--- src/rtl/mac_drv_pkg.sv ---
// Shared definitions for the MAC triple driver.
//   state_t      : driver FSM states
//   DEF_*        : default WIDTH / TIMEOUT / GAP values
//   exp_mac()    : reference a*b+c, returned at MAC_MAX_W bits. The caller
//                  truncates it to its own WIDTH (WIDTH <= MAC_MAX_W).
package mac_drv_pkg;

  typedef enum logic [2:0] {
    ST_IDLE,
    ST_SEND_A,
    ST_SEND_B,
    ST_SEND_C,
    ST_WAIT,
    ST_RESP,
    ST_GAP
  } state_t;

  localparam int DEF_WIDTH   = 32;
  localparam int DEF_TIMEOUT = 4;
  localparam int DEF_GAP     = 1;
  localparam int MAC_MAX_W   = 64;

  // The operands are zero-extended to MAC_MAX_W before they reach this
  // function. Because of that, the low WIDTH bits of the product equal the
  // low WIDTH bits of the full 2*WIDTH product.
  function automatic logic [MAC_MAX_W-1:0] exp_mac(input logic [MAC_MAX_W-1:0] a,
                                                   input logic [MAC_MAX_W-1:0] b,
                                                   input logic [MAC_MAX_W-1:0] c);
    return a * b + c;
  endfunction

endpackage

--- src/rtl/mac_timeout_cnt.sv ---
// Down-counter shared by the WAIT timeout and the inter-triple GAP.
//   clk, rst : clock and asynchronous active-high reset
//   load     : load load_val (takes priority over en)
//   load_val : start value (cycles - 1)
//   en       : decrement; the counter saturates at zero
//   zero     : count is zero
module mac_timeout_cnt #(
  parameter int CW = 3
) (
  input  logic          clk,
  input  logic          rst,
  input  logic          load,
  input  logic [CW-1:0] load_val,
  input  logic          en,
  output logic          zero
);

  logic [CW-1:0] cnt;

  always_ff @(posedge clk or posedge rst) begin
    if (rst) begin
      cnt <= '0;
    end else if (load) begin
      cnt <= load_val;
    end else if (en && (cnt != '0)) begin
      cnt <= cnt - 1'b1;
    end
  end

  assign zero = (cnt == '0);

endmodule

--- src/rtl/mac_triple_driver.sv ---
// Drives one a,b,c operand triple into a MAC DUT and checks its a*b+c result.
//   clk, rst                  : clock and asynchronous active-high reset
//   req_valid/req_ready       : host offers a triple (req_a, req_b, req_c)
//   validi/data_in            : three back-to-back operand beats to the DUT
//   valido/data_out           : DUT result; it is only looked at in WAIT
//   rsp_valid/rsp_ready       : result to host with rsp_data, rsp_mismatch,
//                               rsp_timeout
// Handshake rule, used on both host ports: a transfer happens on a rising
// clock edge where valid and ready are both 1. Once valid is raised, it and
// its data stay stable until that transfer happens.
module mac_triple_driver
  import mac_drv_pkg::*;
#(
  parameter int WIDTH   = DEF_WIDTH,
  parameter int TIMEOUT = DEF_TIMEOUT,
  parameter int GAP     = DEF_GAP
) (
  input  logic             clk,
  input  logic             rst,
  input  logic             req_valid,
  output logic             req_ready,
  input  logic [WIDTH-1:0] req_a,
  input  logic [WIDTH-1:0] req_b,
  input  logic [WIDTH-1:0] req_c,
  output logic             validi,
  output logic [WIDTH-1:0] data_in,
  input  logic             valido,
  input  logic [WIDTH-1:0] data_out,
  output logic             rsp_valid,
  input  logic             rsp_ready,
  output logic [WIDTH-1:0] rsp_data,
  output logic             rsp_mismatch,
  output logic             rsp_timeout
);

  localparam int CNT_MAX = (TIMEOUT > GAP) ? TIMEOUT : GAP;
  localparam int CW      = $clog2(CNT_MAX + 1);
  // The counter ends on zero, so loading N-1 gives exactly N cycles.
  localparam logic [CW-1:0] TO_LOAD  = CW'(TIMEOUT - 1);
  localparam logic [CW-1:0] GAP_LOAD = CW'(GAP - 1);

  state_t           state;
  logic [WIDTH-1:0] op_a, op_b, op_c;
  logic [WIDTH-1:0] exp_val;

  logic          cnt_load;
  logic [CW-1:0] cnt_load_val;
  logic          cnt_en;
  logic          cnt_zero;

  // Load TIMEOUT on entry to WAIT and GAP on entry to GAP. Count down
  // while in either state.
  always_comb begin
    cnt_load     = (state == ST_SEND_C) || ((state == ST_RESP) && rsp_ready);
    cnt_load_val = (state == ST_SEND_C) ? TO_LOAD : GAP_LOAD;
    cnt_en       = (state == ST_WAIT) || (state == ST_GAP);
  end

  mac_timeout_cnt #(.CW(CW)) u_cnt (
    .clk      (clk),
    .rst      (rst),
    .load     (cnt_load),
    .load_val (cnt_load_val),
    .en       (cnt_en),
    .zero     (cnt_zero)
  );

  // The outputs are set on the edge that enters each state, so validi and
  // data_in line up exactly with SEND_A/B/C.
  always_ff @(posedge clk or posedge rst) begin
    if (rst) begin
      state        <= ST_IDLE;
      req_ready    <= 1'b1;
      validi       <= 1'b0;
      data_in      <= '0;
      op_a         <= '0;
      op_b         <= '0;
      op_c         <= '0;
      exp_val      <= '0;
      rsp_valid    <= 1'b0;
      rsp_data     <= '0;
      rsp_mismatch <= 1'b0;
      rsp_timeout  <= 1'b0;
    end else begin
      case (state)
        ST_IDLE: begin
          if (req_valid) begin
            op_a      <= req_a;
            op_b      <= req_b;
            op_c      <= req_c;
            req_ready <= 1'b0;
            validi    <= 1'b1;
            data_in   <= req_a;
            state     <= ST_SEND_A;
          end
        end
        ST_SEND_A: begin
          data_in <= op_b;
          state   <= ST_SEND_B;
        end
        ST_SEND_B: begin
          data_in <= op_c;
          exp_val <= WIDTH'(exp_mac(MAC_MAX_W'(op_a), MAC_MAX_W'(op_b), MAC_MAX_W'(op_c)));
          state   <= ST_SEND_C;
        end
        ST_SEND_C: begin
          validi  <= 1'b0;
          data_in <= '0;
          state   <= ST_WAIT;
        end
        ST_WAIT: begin
          // A result in the last allowed cycle still wins over the timeout.
          if (valido) begin
            rsp_data     <= data_out;
            rsp_mismatch <= (data_out != exp_val);
            rsp_timeout  <= 1'b0;
            rsp_valid    <= 1'b1;
            state        <= ST_RESP;
          end else if (cnt_zero) begin
            rsp_data     <= '0;
            rsp_mismatch <= 1'b0;
            rsp_timeout  <= 1'b1;
            rsp_valid    <= 1'b1;
            state        <= ST_RESP;
          end
        end
        ST_RESP: begin
          if (rsp_ready) begin
            rsp_valid <= 1'b0;
            state     <= ST_GAP;
          end
        end
        ST_GAP: begin
          if (cnt_zero) begin
            req_ready <= 1'b1;
            state     <= ST_IDLE;
          end
        end
        default: begin
          validi    <= 1'b0;
          data_in   <= '0;
          req_ready <= 1'b1;
          state     <= ST_IDLE;
        end
      endcase
    end
  end

endmodule

--- config.mk ---
export PLATFORM = sky130hd
export DESIGN_NAME = mac_triple_driver
export DESIGN_NICKNAME = d
export VERILOG_FILES = /design/src/rtl/mac_drv_pkg.sv /design/src/rtl/mac_timeout_cnt.sv /design/src/rtl/mac_triple_driver.sv
export SDC_FILE = /design/constraint.sdc
export NUM_CORES = 2
export LEC_CHECK = 0
export BUFFER_PORTS_ARGS = -buffer_cell sky130_fd_sc_hd__buf_2
export CORE_MARGIN = 3
export CORE_UTILIZATION = 55
export DETAILED_ROUTE_END_ITERATION = 10
export PLACE_DENSITY_LB_ADDON = 0.25
export SLEW_MARGIN = 5
export SYNTH_ARGS = -nofsm -noshare
export SYNTH_HDL_FRONTEND = slang
export SYNTH_SLANG_ARGS = --single-unit
--- constraint.sdc ---
create_clock -name clk -period 13.6 [get_ports clk]
set_clock_uncertainty 0.05 [all_clocks]
set_input_delay 1.36 -clock clk [delete_from_list [all_inputs] [get_ports clk]]
set_output_delay 1.36 -clock clk [all_outputs]
set_load 0.02 [all_outputs]
Yosys cells after proc, flatten, opt, wreduce, memory -nomap -nowiden
Index checks and enable logic that the tools add are counted.
{"block": "totals", "word_cells": 74, "register_bits": 203, "input_bits": 133}
{"block": "classes", "bitwise": 3, "n_eq_ne": 11, "multipliers": 1, "reduce_logical": 20, "n_mux": 24, "addsub": 2}
{"cell": "32-bit one-hot mux with 4 select lines", "n": 1}
{"cell": "32-bit two-way mux", "n": 3}
{"cell": "32-bit adder", "n": 1}
{"cell": "32-bit by 32-bit multiplier with 32-bit output", "n": 1}
{"cell": "32-bit != test", "n": 1}
{"cell": "3-bit two-way mux", "n": 7}
{"cell": "3-bit one-hot mux with 7 select lines", "n": 1}
{"cell": "5-bit OR reduction", "n": 2}
{"cell": "3-bit == test (second input constant)", "n": 3}
{"cell": "1-bit two-way mux", "n": 8}
{"cell": "2-bit AND reduction", "n": 4}
{"cell": "3-bit by 2-bit == test with 1-bit output (second input constant)", "n": 2}
{"cell": "3-bit logical NOT", "n": 2}
{"cell": "2-bit != test (second input constant)", "n": 3}
{"cell": "3-bit AND reduction", "n": 2}
{"cell": "2-bit nonzero test", "n": 3}
{"cell": "1-bit one-hot mux with 2 select lines", "n": 2}
{"cell": "4-bit AND reduction", "n": 1}
{"cell": "3-bit by 1-bit == test with 1-bit output (second input constant)", "n": 1}
{"cell": "3-bit != test (second input constant)", "n": 1}
{"cell": "1-bit NOT", "n": 3}
{"cell": "1-bit one-hot mux with 3 select lines", "n": 1}
{"cell": "3-bit nonzero test", "n": 1}
{"cell": "3-bit OR reduction", "n": 1}
{"cell": "4 further kinds", "n": 6}

Logic depth before layout (Yosys ltp)
{"block": "logic_depth", "depth_word": 5, "ltp_mapped": 28, "mapped_depth_nobuf": 26}

Modules after synthesis
Synthesis repeated with hierarchy kept, for this count alone.
{"block": "hier_totals", "hier_cells": 2579, "hier_area_um2": 25455.7}
{"module": "mac_triple_driver", "area_per_inst_um2": 25261.7, "seq_area_each_um2": 5006.1, "instances": 1, "cells_each": 2559}
{"module": "mac_timeout_cnt", "area_per_inst_um2": 193.9, "seq_area_each_um2": 75.1, "instances": 1, "cells_each": 20}

Worst setup path after synthesis
OpenSTA, ideal clock, no wires.
{"block": "synth_path", "path_type": "reg-to-reg", "start": "register op_b[4]", "end": "register exp_val[30]", "n_path_buf": 2, "path_slack_ns": 6.604, "required_ns": 13.427, "arrival_ns": 6.823, "stages_incl_launch_ff": 26, "cell_sequence": "dfrtp_1 > clkbuf_1 > clkbuf_1 > and2_1 > fa_1 > fa_1 > fa_1 > inv_1 > fa_1 > inv_1 > fa_1 > inv_1 > fa_1 > inv_1 > fa_1 > inv_1 > fa_1 > inv_1 > ha_1 > nand4_2 > or4_1 > o211ai_2 > a21oi_2 > a2111oi_4 > o21a_1 > o31ai_2"}
{"block": "synth_between", "elab_chain_cells": 2}
{"item": "start: declaration", "line_no": "mac_triple_driver.sv:43", "source": "logic [WIDTH-1:0] op_a, op_b, op_c;"}
{"item": "start signal: assignment", "line_no": "mac_triple_driver.sv:89", "source": "op_b <= req_b;"}
{"item": "32-bit by 32-bit multiplier with 32-bit output", "line_no": "mac_drv_pkg.sv:29", "source": "return a * b + c;"}
{"item": "32-bit adder", "line_no": "mac_drv_pkg.sv:29"}
{"item": "end signal: assignment", "line_no": "mac_triple_driver.sv:103", "source": "exp_val <= WIDTH'(exp_mac(MAC_MAX_W'(op_a), MAC_MAX_W'(op_b), MAC_MAX_W'(op_c)));"}
{"item": "end: declaration", "line_no": "mac_triple_driver.sv:44", "source": "logic [WIDTH-1:0] exp_val;"}
No other way between the ends.
A chain may end at the register's enable or synchronous reset.

Final worst setup path
{"block": "layout_path", "start": "register op_b[0]", "end": "register exp_val[30]"}
The elaborated chain is that of the path after synthesis.

==> results.sh <==
export IMPL_status="completed"
export IMPL_final_cell_mix="inv_1 (495), fa_1 (438), and2_1 (323), nand2_1 (308)"
export IMPL_post_dp_hpwl_um=56400
export IMPL_clkSinkCount=203
export IMPL_cp_data_required_time_ps=13960
export IMPL_hold_depth=1
export IMPL_syn_nets=3276
export IMPL_path_class="reg2reg"
export IMPL_timing_final_crit_period_ps=7580
export IMPL_finalMaxSlewViolations=0
export IMPL_yosysWarnings=0
export IMPL_overflow=0
export IMPL_fp_dieW_um=221
export IMPL_drive_above_1_share_pct=14.0
export IMPL_fin_nets=3392
export IMPL_route_detailed_drc=0
export IMPL_setup_viol=0
export IMPL_cp_start_kind="flip-flop"
export IMPL_rsz0062_at_grt="no"
export IMPL_finalCritPeriodShare_pct=55.7
export IMPL_wire_per_inst_um=21.7
export IMPL_syn_avg_cell_area_um2=9.85
export IMPL_grt_max_degree=133
export IMPL_cp_arrival_ps=7940
export IMPL_synth_distinct_cells=64
export IMPL_holdBufCountCts=0
export IMPL_post_cts_buffers=0
export IMPL_max_slew_margin_pct=18.3
export IMPL_gp_congestion=0.969
export IMPL_cp_max_fo=26
export IMPL_root_buffer="clkbuf_16"
export IMPL_maxCapViolations=0
export IMPL_cts_tree="built"
export IMPL_clkTransAtPathRegs_ps=70
export IMPL_mostFrequentLayoutCell="inv_1"
export IMPL_syn_inst=2577
export IMPL_ios=202
export IMPL_drt_first_pass_iters=5
export IMPL_syn_area_um2=25400
export IMPL_ys_seq_area_share_pct=20.0
export IMPL_numCtsBuffers=23
export IMPL_die_y_um=221
export IMPL_place_area_um2=26800
export IMPL_yosys_register_bits=203
export IMPL_antenna_found_initial=4
export IMPL_cts_resized=0
export IMPL_dieArea_um2=48700
export IMPL_port_buffers=201
export IMPL_fin_area_um2=27600
export IMPL_start_util_pct=55.8
export IMPL_ant_nets=0
export IMPL_synthFlopType="dfrtp_1"
export IMPL_ff2ff_path_depth=23
export IMPL_worstHoldPathType="reg2reg"
export IMPL_cts_buffer_depth=3
export IMPL_grt_pass1_wl_um=115000
export IMPL_finalSetupTns_ps=0
export IMPL_worst_pin_slew_ps=1220
export IMPL_async_reset_ff_share_pct=100
export IMPL_worstSetupEndpointType="flip-flop"
export IMPL_synthToLayoutAreaGrowth_pct=8.88
export IMPL_track_usage_pct=30.9
export IMPL_grt_pass1_vias=20159
export IMPL_viasPerCell=5.55
export IMPL_htree_num_levels=1
export IMPL_rows=78
export IMPL_hold_viol_final=0
export IMPL_synth_edff_count=0
export IMPL_drt_initial_drc_count=1316
export IMPL_dr_total_vias=18389
export IMPL_fmax_mhz=132
export IMPL_drt_total_wl_um=71800
export IMPL_clock_latency_ps=540
export IMPL_core_area_um2=45500
## per-stage QoR
step	hold WS, ps	setup slack, ps	instances	utilization, %
after global placement	409	6140	3268	59.0
after global routing	439	5630	3312	60.7
after floorplan	416	6600	2577	-
after CTS	428	6070	3310	60.7
after detailed placement	415	6060	3268	59.0
final	422	6020	3312	60.7
## flip-flops by register name, indices dropped and copies added, names as in the netlist
register      count
data_in          32
exp_val          32
op_a             32
op_b             32
op_c             32
req_ready         1
rsp_data         32
rsp_mismatch      1
rsp_timeout       1
rsp_valid         1
state             3
u_cnt.cnt         3
validi            1
## worst max-delay path: stages (launching register included)
cell and delay [ps]:
dfrtp_1 570, buf_4 360, nand2_1 130, fa_1 520, fa_1 560, inv_1 50
fa_1 490, inv_1 90, fa_1 540, inv_1 50, fa_1 480, fa_1 510
fa_1 510, inv_1 50, fa_1 470, inv_1 40, ha_1 390, nand4_2 190
or4_1 490, o211ai_2 210, a21oi_2 120, a2111oi_4 330, o21a_1 170, o31ai_2 60
## cell families after synthesis
family                   after synthesis  share of synthesized area (%)
buffers and inverters                639                           9.56
AO/OA/AOI/OAI                        241                           6.54
adder cells (fa/ha/maj)              566                           40.9
flip-flops                           203                           20.0
XOR/XNOR                             114                           3.99
multiplexers                         115                           4.94
AND/OR/NAND/NOR                      699                           14.1
## cell usage after synthesis, types with 2 or more instances
cell type	number	area, um^2
nor2_1	16	60.1
nor4_1	8	50.1
nor3_1	9	45.0
fa_1	438	8770
o21ai_1	3	15.0
o211ai_2	2	25.0
a22o_1	64	561
inv_1	496	1860
and4_1	2	17.5
dfrtp_1	202	5050
a2111oi_4	2	55.1
a21oi_1	35	175
clkbuf_1	128	480
o21a_1	5	37.5
and3_1	3	18.8
nor2b_1	4	25.0
nand2b_1	4	25.0
o31ai_1	7	52.6
a31oi_1	3	18.8
nand4_1	4	25.0
o211ai_1	3	22.5
ha_1	128	1600
and2_1	323	2020
o31ai_2	2	25.0
a21o_1	4	30.0
mux2_2	82	923
mux2i_1	33	330
a211oi_1	3	22.5
xnor2_1	62	543
nand2_1	309	1160
o21ai_0	91	455
and3_2	2	15.0
buf_1	4	15.0
nand3_1	6	30.0
o21bai_1	5	37.5
xor2_1	51	447
buf_2	6	30.0
clkbuf_2	2	10.0
## layout make-up
class                           count  area [um^2]
Antenna cell                        2         5.00
Timing Repair Buffer              233         1250
Inverter                          497         1870
Sequential cell                   203         5080
Clock inverter                      8         93.8
Tap cell                          600          751
Clock buffer                       34          687
Multi-Input combinational cell   1735        17900
Fill cell                        3887        17900
## layer usage
layer / vias up / routed length [um] / global-route usage, %
met2: 709 / 34500 / 51.0
met5: - / 13 / 0
met1: 9463 / 28900 / 41.3
li1: 8050 / - / -
met4: 2 / 3400 / 12.6
met3: 165 / 4940 / 4.85
## worst paths after layout
kind	from	to	slack [ps]
min in group asynchronous	rst	u_cnt.cnt[2]$_DFFE_PP0P_	990
hold reg to reg	validi$_DFFE_PP0P_	validi$_DFFE_PP0P_	420
max in group asynchronous	rst	state[0]$_DFFE_PP0P_	10910
hold / removal	validi$_DFFE_PP0P_	validi$_DFFE_PP0P_	420
setup / recovery	op_b[0]$_DFFE_PP0P_	exp_val[30]$_DFFE_PP0P_	6020
setup reg to reg	op_b[0]$_DFFE_PP0P_	exp_val[30]$_DFFE_PP0P_	6020
Power is not shown: default switching activity piles up to over one toggle a cycle in this logic, so the estimate is an artifact.
